## src/rtl/video_timing_pkg.sv

```systemverilog
// Shared raster timing constants and helpers for the video timing generator.
// Colour-bar helpers are only referenced when VIDEO_TIMING_COLOR_BAR_EN is defined.
package video_timing_pkg;

    typedef struct packed {
        int active;
        int frontPorch;
        int syncWidth;
        int backPorch;
    } axisTiming;

    localparam axisTiming h1080p60 = '{active: 1920, frontPorch: 88,  syncWidth: 44, backPorch: 148};
    localparam axisTiming v1080p60 = '{active: 1080, frontPorch: 4,   syncWidth: 5,  backPorch: 36};
    localparam axisTiming h720p60  = '{active: 1280, frontPorch: 110, syncWidth: 40, backPorch: 220};
    localparam axisTiming v720p60  = '{active: 720,  frontPorch: 5,   syncWidth: 5,  backPorch: 20};

    localparam int numBars = 8;

    localparam logic [23:0] colorWhite   = 24'hFFFFFF;
    localparam logic [23:0] colorYellow  = 24'hFFFF00;
    localparam logic [23:0] colorCyan    = 24'h00FFFF;
    localparam logic [23:0] colorGreen   = 24'h00FF00;
    localparam logic [23:0] colorMagenta = 24'hFF00FF;
    localparam logic [23:0] colorRed     = 24'hFF0000;
    localparam logic [23:0] colorBlue    = 24'h0000FF;
    localparam logic [23:0] colorBlack   = 24'h000000;

    function automatic int axisTotal(input int active, input int frontPorch,
                                     input int syncWidth, input int backPorch);
        return active + frontPorch + syncWidth + backPorch;
    endfunction

    // True when pos lies in [start, start+len-1].
    function automatic logic inWindow(input int pos, input int start, input int len);
        return (pos >= start) && (pos < start + len);
    endfunction

    function automatic int barIndex(input int pos, input int barWidth);
        int idx;
        idx = 0;
        for (int k = 1; k < numBars; k++) begin
            if (pos >= k * barWidth) idx = k;
        end
        return idx;
    endfunction

    function automatic logic [23:0] barColor(input int idx);
        case (idx)
            0:       return colorWhite;
            1:       return colorYellow;
            2:       return colorCyan;
            3:       return colorGreen;
            4:       return colorMagenta;
            5:       return colorRed;
            6:       return colorBlue;
            default: return colorBlack;
        endcase
    endfunction

endpackage

```

## src/rtl/timing_axis_counter.sv

```systemverilog
// Wrapping position counter for one raster axis: steps on enable&carryIn,
// wraps after maxCount, resets to maxCount so the first step lands on 0.
module timing_axis_counter #(
    parameter int busWidth = 12,
    parameter int maxCount = 1
) (
    input  logic                clk,
    input  logic                rstN,
    input  logic                enable,
    input  logic                carryIn,
    output logic [busWidth-1:0] count,
    output logic [busWidth-1:0] nextCount,
    output logic                wrapOut
);

    localparam logic [busWidth-1:0] maxValue = busWidth'(maxCount);

    logic atMax;
    logic step;

    assign atMax   = (count == maxValue);
    assign step    = enable && carryIn;
    assign wrapOut = step && atMax;

    always_comb begin
        // NOTE: default assignment first keeps every path assigned, so no latch is inferred.
        nextCount = count;
        if (step) nextCount = atMax ? '0 : count + 1'b1;
    end

    // NOTE: state registers use non-blocking assignments so all flops update together.
    always_ff @(posedge clk or negedge rstN) begin
        if (!rstN) count <= maxValue;
        else       count <= nextCount;
    end

endmodule

```

## src/rtl/video_timing_gen.sv

```systemverilog
// Raster timing generator: registered, mutually aligned syncs, DE, positions.
// Define VIDEO_TIMING_COLOR_BAR_EN to drive an 8-bar test pattern on rgbOut.
module video_timing_gen
    import video_timing_pkg::*;
#(
    parameter int   busWidth      = 12,
    parameter int   resHorizontal = h1080p60.active,
    parameter int   hFrontPorch   = h1080p60.frontPorch,
    parameter int   hSyncWidth    = h1080p60.syncWidth,
    parameter int   hBackPorch    = h1080p60.backPorch,
    parameter int   resVertical   = v1080p60.active,
    parameter int   vFrontPorch   = v1080p60.frontPorch,
    parameter int   vSyncWidth    = v1080p60.syncWidth,
    parameter int   vBackPorch    = v1080p60.backPorch,
    parameter logic hSyncPol      = 1'b1,
    parameter logic vSyncPol      = 1'b1
) (
    input  logic                clk,
    input  logic                rstN,
    input  logic                enable,
    output logic                hSync,
    output logic                vSync,
    output logic                deOut,
    output logic [busWidth-1:0] hCount,
    output logic [busWidth-1:0] vCount,
    output logic                frameStart,
    output logic [23:0]         rgbOut
);

    localparam int hTotal     = axisTotal(resHorizontal, hFrontPorch, hSyncWidth, hBackPorch);
    localparam int vTotal     = axisTotal(resVertical, vFrontPorch, vSyncWidth, vBackPorch);
    localparam int hSyncStart = resHorizontal + hFrontPorch;
    localparam int vSyncStart = resVertical + vFrontPorch;

    if (busWidth < 1 || busWidth > 31 ||
        resHorizontal < 1 || hFrontPorch < 1 || hSyncWidth < 1 || hBackPorch < 1 ||
        resVertical < 1 || vFrontPorch < 1 || vSyncWidth < 1 || vBackPorch < 1 ||
        ((hTotal - 1) >> busWidth) != 0 || ((vTotal - 1) >> busWidth) != 0) begin : gIllegalParams
        $fatal(1, "video_timing_gen: illegal timing parameter set");
    end

    logic [busWidth-1:0] hNext;
    logic [busWidth-1:0] vNext;
    logic                hWrap;
    logic                vWrap;
    logic                activeNext;

    timing_axis_counter #(
        .busWidth (busWidth),
        .maxCount (hTotal - 1)
    ) uHorizontal (
        .clk       (clk),
        .rstN      (rstN),
        .enable    (enable),
        .carryIn   (1'b1),
        .count     (hCount),
        .nextCount (hNext),
        .wrapOut   (hWrap)
    );

    timing_axis_counter #(
        .busWidth (busWidth),
        .maxCount (vTotal - 1)
    ) uVertical (
        .clk       (clk),
        .rstN      (rstN),
        .enable    (enable),
        .carryIn   (hWrap),
        .count     (vCount),
        .nextCount (vNext),
        .wrapOut   (vWrap)
    );

    // Outputs are decoded from the counters' next values so they land in the same
    // cycle as the position they describe.
    assign activeNext = (int'(hNext) < resHorizontal) && (int'(vNext) < resVertical);

    always_ff @(posedge clk or negedge rstN) begin
        if (!rstN) begin
            hSync      <= ~hSyncPol;
            vSync      <= ~vSyncPol;
            deOut      <= 1'b0;
            frameStart <= 1'b0;
        end else if (enable) begin
            hSync      <= inWindow(int'(hNext), hSyncStart, hSyncWidth) ? hSyncPol : ~hSyncPol;
            vSync      <= inWindow(int'(vNext), vSyncStart, vSyncWidth) ? vSyncPol : ~vSyncPol;
            deOut      <= activeNext;
            frameStart <= vWrap;
        end else begin
            frameStart <= 1'b0;
        end
    end

`ifdef VIDEO_TIMING_COLOR_BAR_EN
    localparam int barWidth = resHorizontal / numBars;

    logic [23:0] rgbNext;

    always_comb begin
        rgbNext = 24'h0;
        if (activeNext) rgbNext = barColor(barIndex(int'(hNext), barWidth));
    end

    always_ff @(posedge clk or negedge rstN) begin
        if (!rstN)       rgbOut <= 24'h0;
        else if (enable) rgbOut <= rgbNext;
    end
`else
    assign rgbOut = 24'h0;
`endif

endmodule

```

## config.mk

```make
export PLATFORM = sky130hd
export DESIGN_NAME = video_timing_gen
export DESIGN_NICKNAME = d
export VERILOG_FILES = /design/src/rtl/video_timing_pkg.sv /design/src/rtl/timing_axis_counter.sv /design/src/rtl/video_timing_gen.sv
export SDC_FILE = /design/constraint.sdc
export NUM_CORES = 1
export LEC_CHECK = 0
export BUFFER_PORTS_ARGS = -buffer_cell sky130_fd_sc_hd__buf_2
export CORE_MARGIN = 4
export CORE_UTILIZATION = 52
export DETAILED_ROUTE_END_ITERATION = 8
export GPL_ROUTABILITY_DRIVEN = 1
export PLACE_DENSITY_LB_ADDON = 0.15
export SYNTH_ARGS = -nofsm -noshare
export SYNTH_HDL_FRONTEND = slang
export SYNTH_SLANG_ARGS = --single-unit
export TNS_END_PERCENT = 10
```

## constraint.sdc

```tcl
create_clock -name clk -period 2.8 [get_ports clk]
set_input_delay 0.42 -clock clk [delete_from_list [all_inputs] [get_ports clk]]
set_output_delay 0.42 -clock clk [all_outputs]
set_load 0.01 [all_outputs]
```

==> summary.txt <==
Yosys top cell area share -> 24.3%
Resize count post-CTS -> 0
Post-CTS Hold Fix Bufs -> 0
FFs w/ async S/R, synth -> 100%
Crit path DAT -> 2.69 ns
First-pass GRT wire length -> 6440 µm
Final setup fails -> 0
Setup CP Type -> reg2reg
Crit. path cell count -> 7
I/O pins -> 55
Setup Fix Bufs, Post-CTS -> 0
Post-synth design cell area -> 0.00185 mm²
Final min period -> 2.47 ns
DRC -> 0
Worst-path clk slew -> 0.15 ns
Period utilisation layout -> 88.3%
Max cap viols -> 0
Synth area leaders -> dfrtp_1 24%, dfstp_2 14%, buf_4 11%
Ys Warns -> 0
CP top delay family -> simple AND/OR/NAND/NOR gates
Clock latency on the worst-skew pair -> 0.33 ns
# diodes -> 0
Distinct cells, synth -> 49
Worst EP required -> 3.02 ns
Initial Util -> 54.6%
Antenna viol nets, final -> 0
Core ar. -> 0.00339 mm²
Syn_area_per_cell -> 9.70 µm²
Max-slew headroom -> 60.0%
Post-synthesis sequential area ratio -> 38.5%
Most used DFF post-synth -> dfrtp_1
# H-tree levels -> 1
CTS root buf -> clkbuf_4
Final #Nets -> 222
WL final -> 3930 µm
Post-synth EDFFs -> 0
Total CTS buffers -> 3
CP Launch Type -> register
Via density -> 5.65
Buf/Inv on CP -> 0
Worst vdd rail ir drop -> 0.285 mV
Final hold viol count -> 0
Via count -> 1474
Port Buffers -> 30
Static Leak -> 0.918 nW
Worst setup EP type -> register
Area Overhead vs Synth -> 4.32%
Critical-path cell list -> ha_1 -> and4_1 -> nand4_2 -> nor3_2 -> mux2_2 -> a311oi_1 -> a211oi_1
DRT Pass-1 Iters -> 4
Worst-Margin Slew -> 0.596 ns
Largest net degree at the start of global routing -> 29
Worst path max stage delay -> 0.60 ns
Worst-path fanout max -> 6
Post-synth top area cell -> dfrtp_1
Initial antenna violation count -> 0
Max Fclk -> 0.405 GHz
CP max stage cell -> dfstp_2
Fraction of layout cells with a size suffix above 1 -> 25.1%
CTS sink cnt -> 28
CTS tree -> built
Slew Viols, Final -> 0
CTS max path bufs -> 2
Worst-case reg-to-reg path depth -> 7
Vias in the first global route -> 1364
Hpwl dp -> 2980 µm
Starting DRT DRC Count -> 69
Synth Register Bits -> 28
RSZ-0062 raised after global routing -> false
Die span in x -> 67.7 µm
Fin Clk Skew -> 0.00873 ns
Gr ovfl total -> 0
Fillers -> 327
Hold crit path type -> in2async
Die Area -> 0.00458 mm²
Final setup TNS -> 0 ns
Die H -> 67.7 µm
Synthesized instance count -> 191
Routability Congestion -> 0.949
Total GRT Usage -> 18.5%
WL/cell -> 15.1 µm
PwrDens -> 550 mW/mm²
Design Power -> 0.00106 W
Status -> completed
Rows -> 21
-- logic make-up (layout without fill, tap and decap cells) --
group	after synthesis	after routing	share of synthesized area, %
DFF	28	28	38.5
xor gates and xnor gates	15	15	7.09
and+or+nand+nor	74	74	25.5
muxes	4	4	2.30
other	1	24	0.203
AOI/OAI and AO/OA	25	25	9.26
buffers and inverters	41	42	15.1
adders and majority gates	3	3	2.03
-- cell usage in the layout, fill, tap and decap left out, types with 2 or more instances in the layout --
master / synthesis / final
buf_2: 1 / 30
o21ai_0: 7 / 7
a32oi_1: 2 / 2
nor2b_1: 2 / 2
nor4bb_1: 2 / 2
conb_1: 1 / 24
a21oi_1: 4 / 4
xor2_1: 4 / 4
mux2_2: 2 / 2
or3_2: 3 / 3
ha_1: 3 / 3
mux2i_1: 2 / 2
nand4_1: 9 / 9
nor3_1: 2 / 2
nand4_2: 2 / 2
xnor2_1: 11 / 11
nand2_1: 7 / 7
dfstp_2: 10 / 10
or3_1: 3 / 3
o31ai_1: 2 / 2
nand3_1: 12 / 12
nor4_1: 6 / 6
and3_1: 4 / 4
clkbuf_4: 0 / 3
nor2_1: 11 / 11
inv_1: 8 / 8
and4_1: 3 / 3
dfrtp_1: 18 / 18
-- cells in the mapped netlist (all sizes together), types with 3 or more instances --
cell type  count
nand3         12
ha             3
nor2          11
dfstp         10
nor4           7
xnor2         11
nand4         11
and3           4
a21oi          4
o21ai          7
or3            6
and4           3
nand2          7
clkbuf         5
buf           28
xor2           4
dfrtp         18
nor3           3
inv            8
-- flip-flops by register name (all words and copies together) (netlist names) --
signal and cells:
uHorizontal.count 12, frameStart 1, uVertical.count 12, hSync 1
vSync 1, deOut 1
-- per-layer routing --
layer | global-route usage (%) | part of all wire, % | up-vias
met5 | 0 | 0 | -
met2 | 28.1 | 48 | 57
met4 | 5.82 | 0.61 | 0
met1 | 27.0 | 44 | 718
met3 | 2.33 | 7.3 | 4
li1 | - | - | 695
-- cell type report --
cell class	count	area [µm²]	area share, %
well taps	46	57.6	2.98
clock buffers	4	36.3	1.88
multi-input cells	145	945	48.9
inverters	8	30.0	1.55
flip-flops and latches	28	713	36.9
repair buffers	30	150	7.77
-- worst paths after layout --
check | startpoint | endpoint | slack [ns]
max | uHorizontal.count[0] | deOut | 0.33
min | rstN | uVertical.count[9] | 0.08
max reg2reg | uHorizontal.count[0] | deOut | 0.33
min reg2reg | hSync | hSync | 0.52
max in group asynchronous | rstN | uHorizontal.count[8] | 2.33
min in group clk | enable | deOut | 0.45
-- power by group --
group	switching (W)	internal [W]	total, W
Clock	0.000117	0.0000795	0.000197
Sequential	0.000112	0.000477	0.000589
Combinational	0.000157	0.000120	0.000277
-- stage by stage --
stage                     instance area (µm²)  utilization (%)  hold WS, ns  instances  worst slack, ns
final                                    1930             57.0       0.0750        261            0.329
after global routing                     1930             57.0        0.108        261            0.189
after CTS                                1930             57.0       0.0960        261            0.330
after detailed placement                 1900             55.9        0.472        257            0.346
after global placement                   1900             55.9        0.457        257            0.440
after floorplan                          1940                -        0.124        214            0.541
(Power assumes the default switching activity.)
